`src/rtl/life_stage_manager.sv`:
```
// life_stage_manager
//   Owns lives, stage index, remaining bricks and score for the brick-breaker
//   game. Responds to the game controller (start / relaunch pulses in, life
//   count and stage-cleared pulse out). It takes event pulses from the
//   collision and brick logic and drives registered status to the controller
//   and the display path.
//
// Ports
//   i_clk               system clock
//   i_rst               synchronous, active-high reset
//   i_disp_startgame    pulse: game begins (honoured only in IDLE)
//   i_game_start        pulse: relaunch after a stage clear (honoured in CLEAR)
//   i_life_loss         pulse: ball lost
//   i_brick_hit         pulse: one brick destroyed
//   o_life_count        current lives
//   o_brick_next_stage  one-cycle pulse: stage cleared, another stage follows
//   o_stage             current stage, 0-based
//   o_bricks_left       bricks remaining in the current stage
//   o_score             accumulated score (saturating)
//   o_game_over         level: lives exhausted
//   o_game_won          level: last stage cleared
//
// Optional feature macro: LIFE_STAGE_EXTRA_LIFE_EN
//   When defined, a bonus life is granted each time the score reaches the
//   next multiple of EXTRA_LIFE_SCORE. When undefined, score never affects lives.
module life_stage_manager #(
   parameter int LIVES_INIT       = 3,
   parameter int NUM_STAGES       = 4,
   parameter int BRICKS_PER_STAGE = 40,
   parameter int POINTS_PER_BRICK = 10,
   parameter int SCORE_W          = 16,
   parameter int EXTRA_LIFE_SCORE = 500,
   localparam int STAGE_W = (NUM_STAGES > 1) ? $clog2(NUM_STAGES) : 1,
   localparam int BRICK_W = $clog2(BRICKS_PER_STAGE + 1)
) (
   input  logic               i_clk,
   input  logic               i_rst,
   input  logic               i_disp_startgame,
   input  logic               i_game_start,
   input  logic               i_life_loss,
   input  logic               i_brick_hit,
   output logic [2:0]         o_life_count,
   output logic               o_brick_next_stage,
   output logic [STAGE_W-1:0] o_stage,
   output logic [BRICK_W-1:0] o_bricks_left,
   output logic [SCORE_W-1:0] o_score,
   output logic               o_game_over,
   output logic               o_game_won
);

   if (LIVES_INIT < 1 || LIVES_INIT > 7 || EXTRA_LIFE_SCORE < 1) begin : g_bad_param
      $error("life_stage_manager: LIVES_INIT must be 1..7 and EXTRA_LIFE_SCORE positive");
   end

   typedef enum logic [2:0] {
      ST_IDLE  = 3'd0,
      ST_PLAY  = 3'd1,
      ST_CLEAR = 3'd2,
      ST_OVER  = 3'd3,
      ST_WIN   = 3'd4
   } state_t;

   localparam logic [2:0]         LIVES_LOAD  = 3'(LIVES_INIT);
   localparam logic [BRICK_W-1:0] BRICKS_LOAD = BRICK_W'(BRICKS_PER_STAGE);
   localparam logic [STAGE_W-1:0] LAST_STAGE  = STAGE_W'(NUM_STAGES - 1);

   // Score plus one brick's worth, clamped at the all-ones maximum.
   function automatic logic [SCORE_W-1:0] sat_add_score(input logic [SCORE_W-1:0] v);
      logic [SCORE_W:0] s;
      s = {1'b0, v} + (SCORE_W + 1)'(POINTS_PER_BRICK);
      return s[SCORE_W] ? {SCORE_W{1'b1}} : s[SCORE_W-1:0];
   endfunction

   function automatic logic [2:0] sat_inc_lives(input logic [2:0] v);
      return (v == 3'd7) ? 3'd7 : v + 3'd1;
   endfunction

   function automatic logic [2:0] sat_dec_lives(input logic [2:0] v);
      return (v == 3'd0) ? 3'd0 : v - 3'd1;
   endfunction

   state_t             r_state, w_state_nxt;
   logic [2:0]         r_lives, w_lives_nxt;
   logic [STAGE_W-1:0] r_stage, w_stage_nxt;
   logic [BRICK_W-1:0] r_bricks, w_bricks_nxt;
   logic [SCORE_W-1:0] r_score, w_score_nxt;
   logic               r_next_stage, w_next_stage_nxt;
   logic               r_over, w_over_nxt;
   logic               r_won, w_won_nxt;

   logic [SCORE_W-1:0] w_score_add;
   logic               w_last_brick;
   logic               w_loss_eff;
   logic               w_bonus;

   assign w_score_add  = sat_add_score(r_score);
   assign w_last_brick = i_brick_hit && (r_bricks == BRICK_W'(1));
   // A last-brick hit wins over a simultaneous life loss.
   assign w_loss_eff   = i_life_loss && !w_last_brick;

`ifdef LIFE_STAGE_EXTRA_LIFE_EN
   localparam logic [SCORE_W:0] THRESH_STEP = (SCORE_W + 1)'(EXTRA_LIFE_SCORE);

   // One extra bit so the threshold can sit beyond a saturated score.
   logic [SCORE_W:0] r_thresh, w_thresh_nxt;

   always_comb begin
      w_bonus      = 1'b0;
      w_thresh_nxt = r_thresh;
      if (r_state == ST_IDLE && i_disp_startgame) begin
         w_thresh_nxt = THRESH_STEP;
      end else if (r_state == ST_PLAY && i_brick_hit && ({1'b0, w_score_add} >= r_thresh)) begin
         w_bonus      = 1'b1;
         w_thresh_nxt = r_thresh + THRESH_STEP;
      end
   end

   always_ff @(posedge i_clk) begin
      if (i_rst) r_thresh <= THRESH_STEP;
      else       r_thresh <= w_thresh_nxt;
   end
`else
   assign w_bonus = 1'b0;
`endif

   always_comb begin
      w_state_nxt      = r_state;
      w_lives_nxt      = r_lives;
      w_stage_nxt      = r_stage;
      w_bricks_nxt     = r_bricks;
      w_score_nxt      = r_score;
      w_next_stage_nxt = 1'b0;
      w_over_nxt       = r_over;
      w_won_nxt        = r_won;

      unique case (r_state)
         ST_IDLE: begin
            if (i_disp_startgame) begin
               w_lives_nxt  = LIVES_LOAD;
               w_stage_nxt  = '0;
               w_bricks_nxt = BRICKS_LOAD;
               w_score_nxt  = '0;
               w_over_nxt   = 1'b0;
               w_won_nxt    = 1'b0;
               w_state_nxt  = ST_PLAY;
            end
         end

         ST_PLAY: begin
            if (i_brick_hit) begin
               w_bricks_nxt = r_bricks - BRICK_W'(1);
               w_score_nxt  = w_score_add;
            end
            if (w_last_brick) begin
               if (r_stage == LAST_STAGE) begin
                  w_state_nxt = ST_WIN;
                  w_won_nxt   = 1'b1;
               end else begin
                  w_state_nxt      = ST_CLEAR;
                  w_next_stage_nxt = 1'b1;
               end
            end
            // Bonus and loss in the same cycle cancel out.
            if (w_bonus && !w_loss_eff) begin
               w_lives_nxt = sat_inc_lives(r_lives);
            end else if (w_loss_eff && !w_bonus) begin
               w_lives_nxt = sat_dec_lives(r_lives);
               if (r_lives <= 3'd1) begin
                  w_state_nxt = ST_OVER;
                  w_over_nxt  = 1'b1;
               end
            end
         end

         ST_CLEAR: begin
            if (i_game_start) begin
               w_stage_nxt  = r_stage + STAGE_W'(1);
               w_bricks_nxt = BRICKS_LOAD;
               w_state_nxt  = ST_PLAY;
            end
         end

         default: begin
            // OVER / WIN are terminal until reset.
         end
      endcase
   end

   always_ff @(posedge i_clk) begin
      if (i_rst) begin
         r_state      <= ST_IDLE;
         r_lives      <= LIVES_LOAD;
         r_stage      <= '0;
         r_bricks     <= BRICKS_LOAD;
         r_score      <= '0;
         r_next_stage <= 1'b0;
         r_over       <= 1'b0;
         r_won        <= 1'b0;
      end else begin
         r_state      <= w_state_nxt;
         r_lives      <= w_lives_nxt;
         r_stage      <= w_stage_nxt;
         r_bricks     <= w_bricks_nxt;
         r_score      <= w_score_nxt;
         r_next_stage <= w_next_stage_nxt;
         r_over       <= w_over_nxt;
         r_won        <= w_won_nxt;
      end
   end

   assign o_life_count       = r_lives;
   assign o_brick_next_stage = r_next_stage;
   assign o_stage            = r_stage;
   assign o_bricks_left      = r_bricks;
   assign o_score            = r_score;
   assign o_game_over        = r_over;
   assign o_game_won         = r_won;

endmodule

```
`config.mk`:
```
export PLATFORM = sky130hd
export DESIGN_NAME = life_stage_manager
export DESIGN_NICKNAME = d
export VERILOG_FILES = /design/src/rtl/life_stage_manager.sv
export SDC_FILE = /design/constraint.sdc
export NUM_CORES = 1
export LEC_CHECK = 0
export CORE_ASPECT_RATIO = 0.6
export CORE_MARGIN = 2
export CORE_UTILIZATION = 53
export CTS_BUF_LIST = sky130_fd_sc_hd__clkbuf_2 sky130_fd_sc_hd__clkbuf_4 sky130_fd_sc_hd__clkbuf_8
export DETAILED_ROUTE_END_ITERATION = 8
export MAX_ROUTING_LAYER = met4
export PLACE_DENSITY = 0.81
export SLEW_MARGIN = 15
export SYNTH_ARGS = -nofsm -noshare
export SYNTH_HDL_FRONTEND = slang
export SYNTH_SLANG_ARGS = --single-unit
```
`constraint.sdc`:
```
create_clock -name i_clk -period 1.9 [get_ports i_clk]
set_input_delay 0.285 -clock i_clk [delete_from_list [all_inputs] [get_ports i_clk]]
set_output_delay 0.285 -clock i_clk [all_outputs]
set_load 0.03 [all_outputs]
```
==> metrics.md <==
| Metric | Value |
|---|---|
| Top post-synthesis cells by count | `dfxtp_1, o21ai_0, a21oi_1, nand2_1, nor2_1` |
| Cell Area, Synth | `1850 µm²` |
| Vias in the first global route | `1699` |
| Crit-path cells | `clkdlybuf4s50_1` |
| Max Fclk | `558 MHz` |
| Global placement routability congestion | `0.945` |
| Remaining Overflow, GRT | `0` |
| Antenna viol nets, final | `0` |
| Clock buffer depth | `2` |
| Post-synthesis simple-gate area fraction | `29.9%` |
| Dominant cell by count in the synthesized netlist | `dfxtp_1` |
| Max-slew headroom | `63.3%` |
| Cell count along the critical path | `1` |
| Hold WC Path Type | `reg2reg` |
| Post-DR vias/cell | `5.93` |
| Cells on worst reg2reg path | `5` |
| Area leader, netlist | `dfxtp_1` |
| Die width | `80.2 µm` |
| Final nets | `280` |
| Post-CTS Setup Bufs | `0` |
| Yosys warnings | `0` |
| Cell count after placement | `308` |
| Main combinational cell family by area after synthesis | `simple AND/OR/NAND/NOR gates` |
| Final standard cell count with taps included and fillers excluded | `316` |
| IO Count | `36` |
| Syn_area_per_cell | `8.29 µm²` |
| RR Endpoint | `o_score[15]` |
| Static Leak | `0.900 nW` |
| Die height | `49.7 µm` |
| Root Buffer | `clkbuf_8` |
| Multiplexer share of the synthesized area | `1.76%` |
| Final core utilization | `73.3%` |
| Crit path from | `o_score[9]` |
| Synthesized flop and latch total | `33` |
| RR Startpoint | `o_score[1]` |
| Kind of critical path | `reg2out` |
| Worst Setup EP | `o_score[9]` |
| Fin Setup TNS | `0 ns` |
| XOR/XNOR Fraction of Synth Area | `0.948%` |
| Synth Area in Adders | `2.71%` |
| Tightest Pin Transition | `0.547 ns` |
| Reg clk slew, reported paths | `0.06 ns` |
| Worst path bufs/invs | `1` |
| Top-area cell type share of the netlist area | `35.7%` |
| FILL cells | `249` |
| Unique cell type count in the Yosys netlist | `58` |
| Buffers added on ports | `35` |
| Post-synth top flop | `dfxtp_1` |
| Placed standard-cell area | `2330 µm²` |
| Num CTS Buffers | `5` |
| RSZ-0062 raised after global routing | `false` |
| Max-cap violation count | `0` |
| 1st-pass router iterations | `5` |
| Syn nets | `233` |
| Skew-Pair Late Insertion Delay | `0.28 ns` |
| Min Tclk post-route | `1.79 ns` |
| CTS resizes | `0` |
| Starting density of the core | `55.9%` |
| Async SR Flop Fraction | `0%` |
| Final WL | `4680 µm` |
| CP top delay family | `buffers and inverters` |
| CP Max Fanout | `7` |
| Core region area | `3300 µm²` |
| Initial antenna violation count | `0` |
| # rows | `16` |
| Die footprint | `3990 µm²` |
| Critical Path RT | `1.62 ns` |
| CTS tree | `built` |
| Tcrit/Tclk final | `94.3%` |
| PwrDens | `626 nW/µm²` |
| Compound-Gate Fraction of Synth Area | `24.6%` |
| DR DRC count | `0` |
| Fin Clk Skew | `0.00485 ns` |
| Iteration-0 DRC count of the detailed router | `172` |
| Seq/Total Area, Yosys | `35.7%` |
| Outcome | `finished, final reports clean` |
| Startpoint types | `flop` |
| Register-to-Register Setup Slack | `0.20 ns` |
| Max incr delay on CP | `0.73 ns` |
| Number of max-slew violations in the final report | `0` |
| Detail Placement HPWL | `3480 µm` |
| Total Power | `1.52 mW` |
| Worst VDD drop | `0.000496 V` |
| # hold bufs at CTS | `0` |
| Largest net degree at the start of global routing | `28` |
| Number of synthesized flops with an enable pin | `0` |
| Crit end category | `primary output` |
| Syn Inst Count | `223` |
| Register area | `661 µm²` |
| Global-route wire length before repair | `8020 µm` |
| Routed vias | `1874` |
| H-Tree Level Count | `2` |
| Diode count | `0` |
| Final Hold Vio Count | `0` |
| Global Route Usage Sum | `26.5%` |
| Critical Path AT | `1.51 ns` |
| Layout cells sized above 1 | `12.5%` |
| Setup-failing EPs final | `0` |
| Cell area after layout | `2420 µm²` |
| CP max-delay cell | `clkdlybuf4s50_1` |
| CTS Sinks | `33` |
| Area Overhead vs Synth | `31.0%` |
| Multi-input logic area | `1110 µm²` |
| Drt wl/cell | `14.8 µm` |
| Synth area leaders | `dfxtp_1, o21ai_0, a21oi_1` |
-- metal layers --
metal  vias up  track usage (%)  wire [µm]
met2        81             35.0       1800
met5         -                -          0
li1        927                -          -
met1       862             39.4       2400
met3         4             7.33        428
met4         0             7.06         44
-- flip-flops by register name, indices dropped and copies added, names as in the netlist --
name,cells
o_life_count,3
o_brick_next_stage,1
o_stage,2
o_bricks_left,6
r_state,3
o_game_won,1
o_score,16
o_game_over,1
-- cell type report --
class                           count  area share (%)
Tap cell                           45            2.33
Sequential cell                    33            27.3
Timing Repair Buffer               49            19.3
Inverter                           10            1.55
Clock buffer                        8            3.77
Multi-Input combinational cell    171            45.7
-- power by group --
part | total (mW) | switching [mW] | internal [mW]
Clock | 0.541 | 0.238 | 0.303
Sequential | 0.733 | 0.0241 | 0.709
Combinational | 0.242 | 0.136 | 0.106
-- placed cells by master (no fill, tap or decap), types with 2 or more instances in the layout --
master,synthesis,layout
a211oi_1,2,2
a21o_1,3,3
a21oi_1,17,17
a22oi_1,2,2
a31oi_1,3,3
and3_1,2,2
buf_4,1,13
clkbuf_4,0,3
clkbuf_8,0,5
clkdlybuf4s50_1,0,35
dfxtp_1,33,33
ha_1,4,4
inv_1,10,10
mux2_2,2,2
nand2_1,16,16
nand2b_1,4,4
nand3_1,3,3
nand4_1,5,5
nor2_1,16,16
nor2b_1,2,2
nor3_1,12,12
nor3b_1,2,2
nor4b_1,3,3
o21a_1,4,4
o21ai_0,25,25
o22a_1,2,2
o22ai_1,2,2
o31a_1,2,2
o31ai_1,2,2
or2b_1,2,2
or3_1,6,6
xnor2_1,2,2
-- per-stage QoR --
step	setup WS, ns	hold slack [ns]
global route	0.0637	0.483
CTS	0.108	0.455
detailed placement	-0.0165	0.447
finish	0.109	0.453
global placement	0.0554	0.442
floorplan	0.0561	0.454
-- how the worst min path moves through the flow --
stage	end	slack, ns	cells past startpoint	from
6_report	o_game_over	0.45	2	o_game_over
5_1_grt	o_game_over	0.48	2	o_game_over
4_1_cts	o_game_over	0.46	2	o_game_over
3_5_place_dp	o_game_over	0.45	2	o_game_over
3_3_place_gp	o_game_over	0.44	2	o_game_over
2_1_floorplan	o_score[0]	0.45	2	i_brick_hit
-- cells by family after synthesis --
family                     Yosys count
DFF                                 33
muxes                                3
xor gates and xnor gates             2
buffers and inverters               19
and+or+nand+nor                     90
adders and majority gates            4
AOI/OAI and AO/OA                   72
Note: power is estimated with default switching activity, not from simulation.
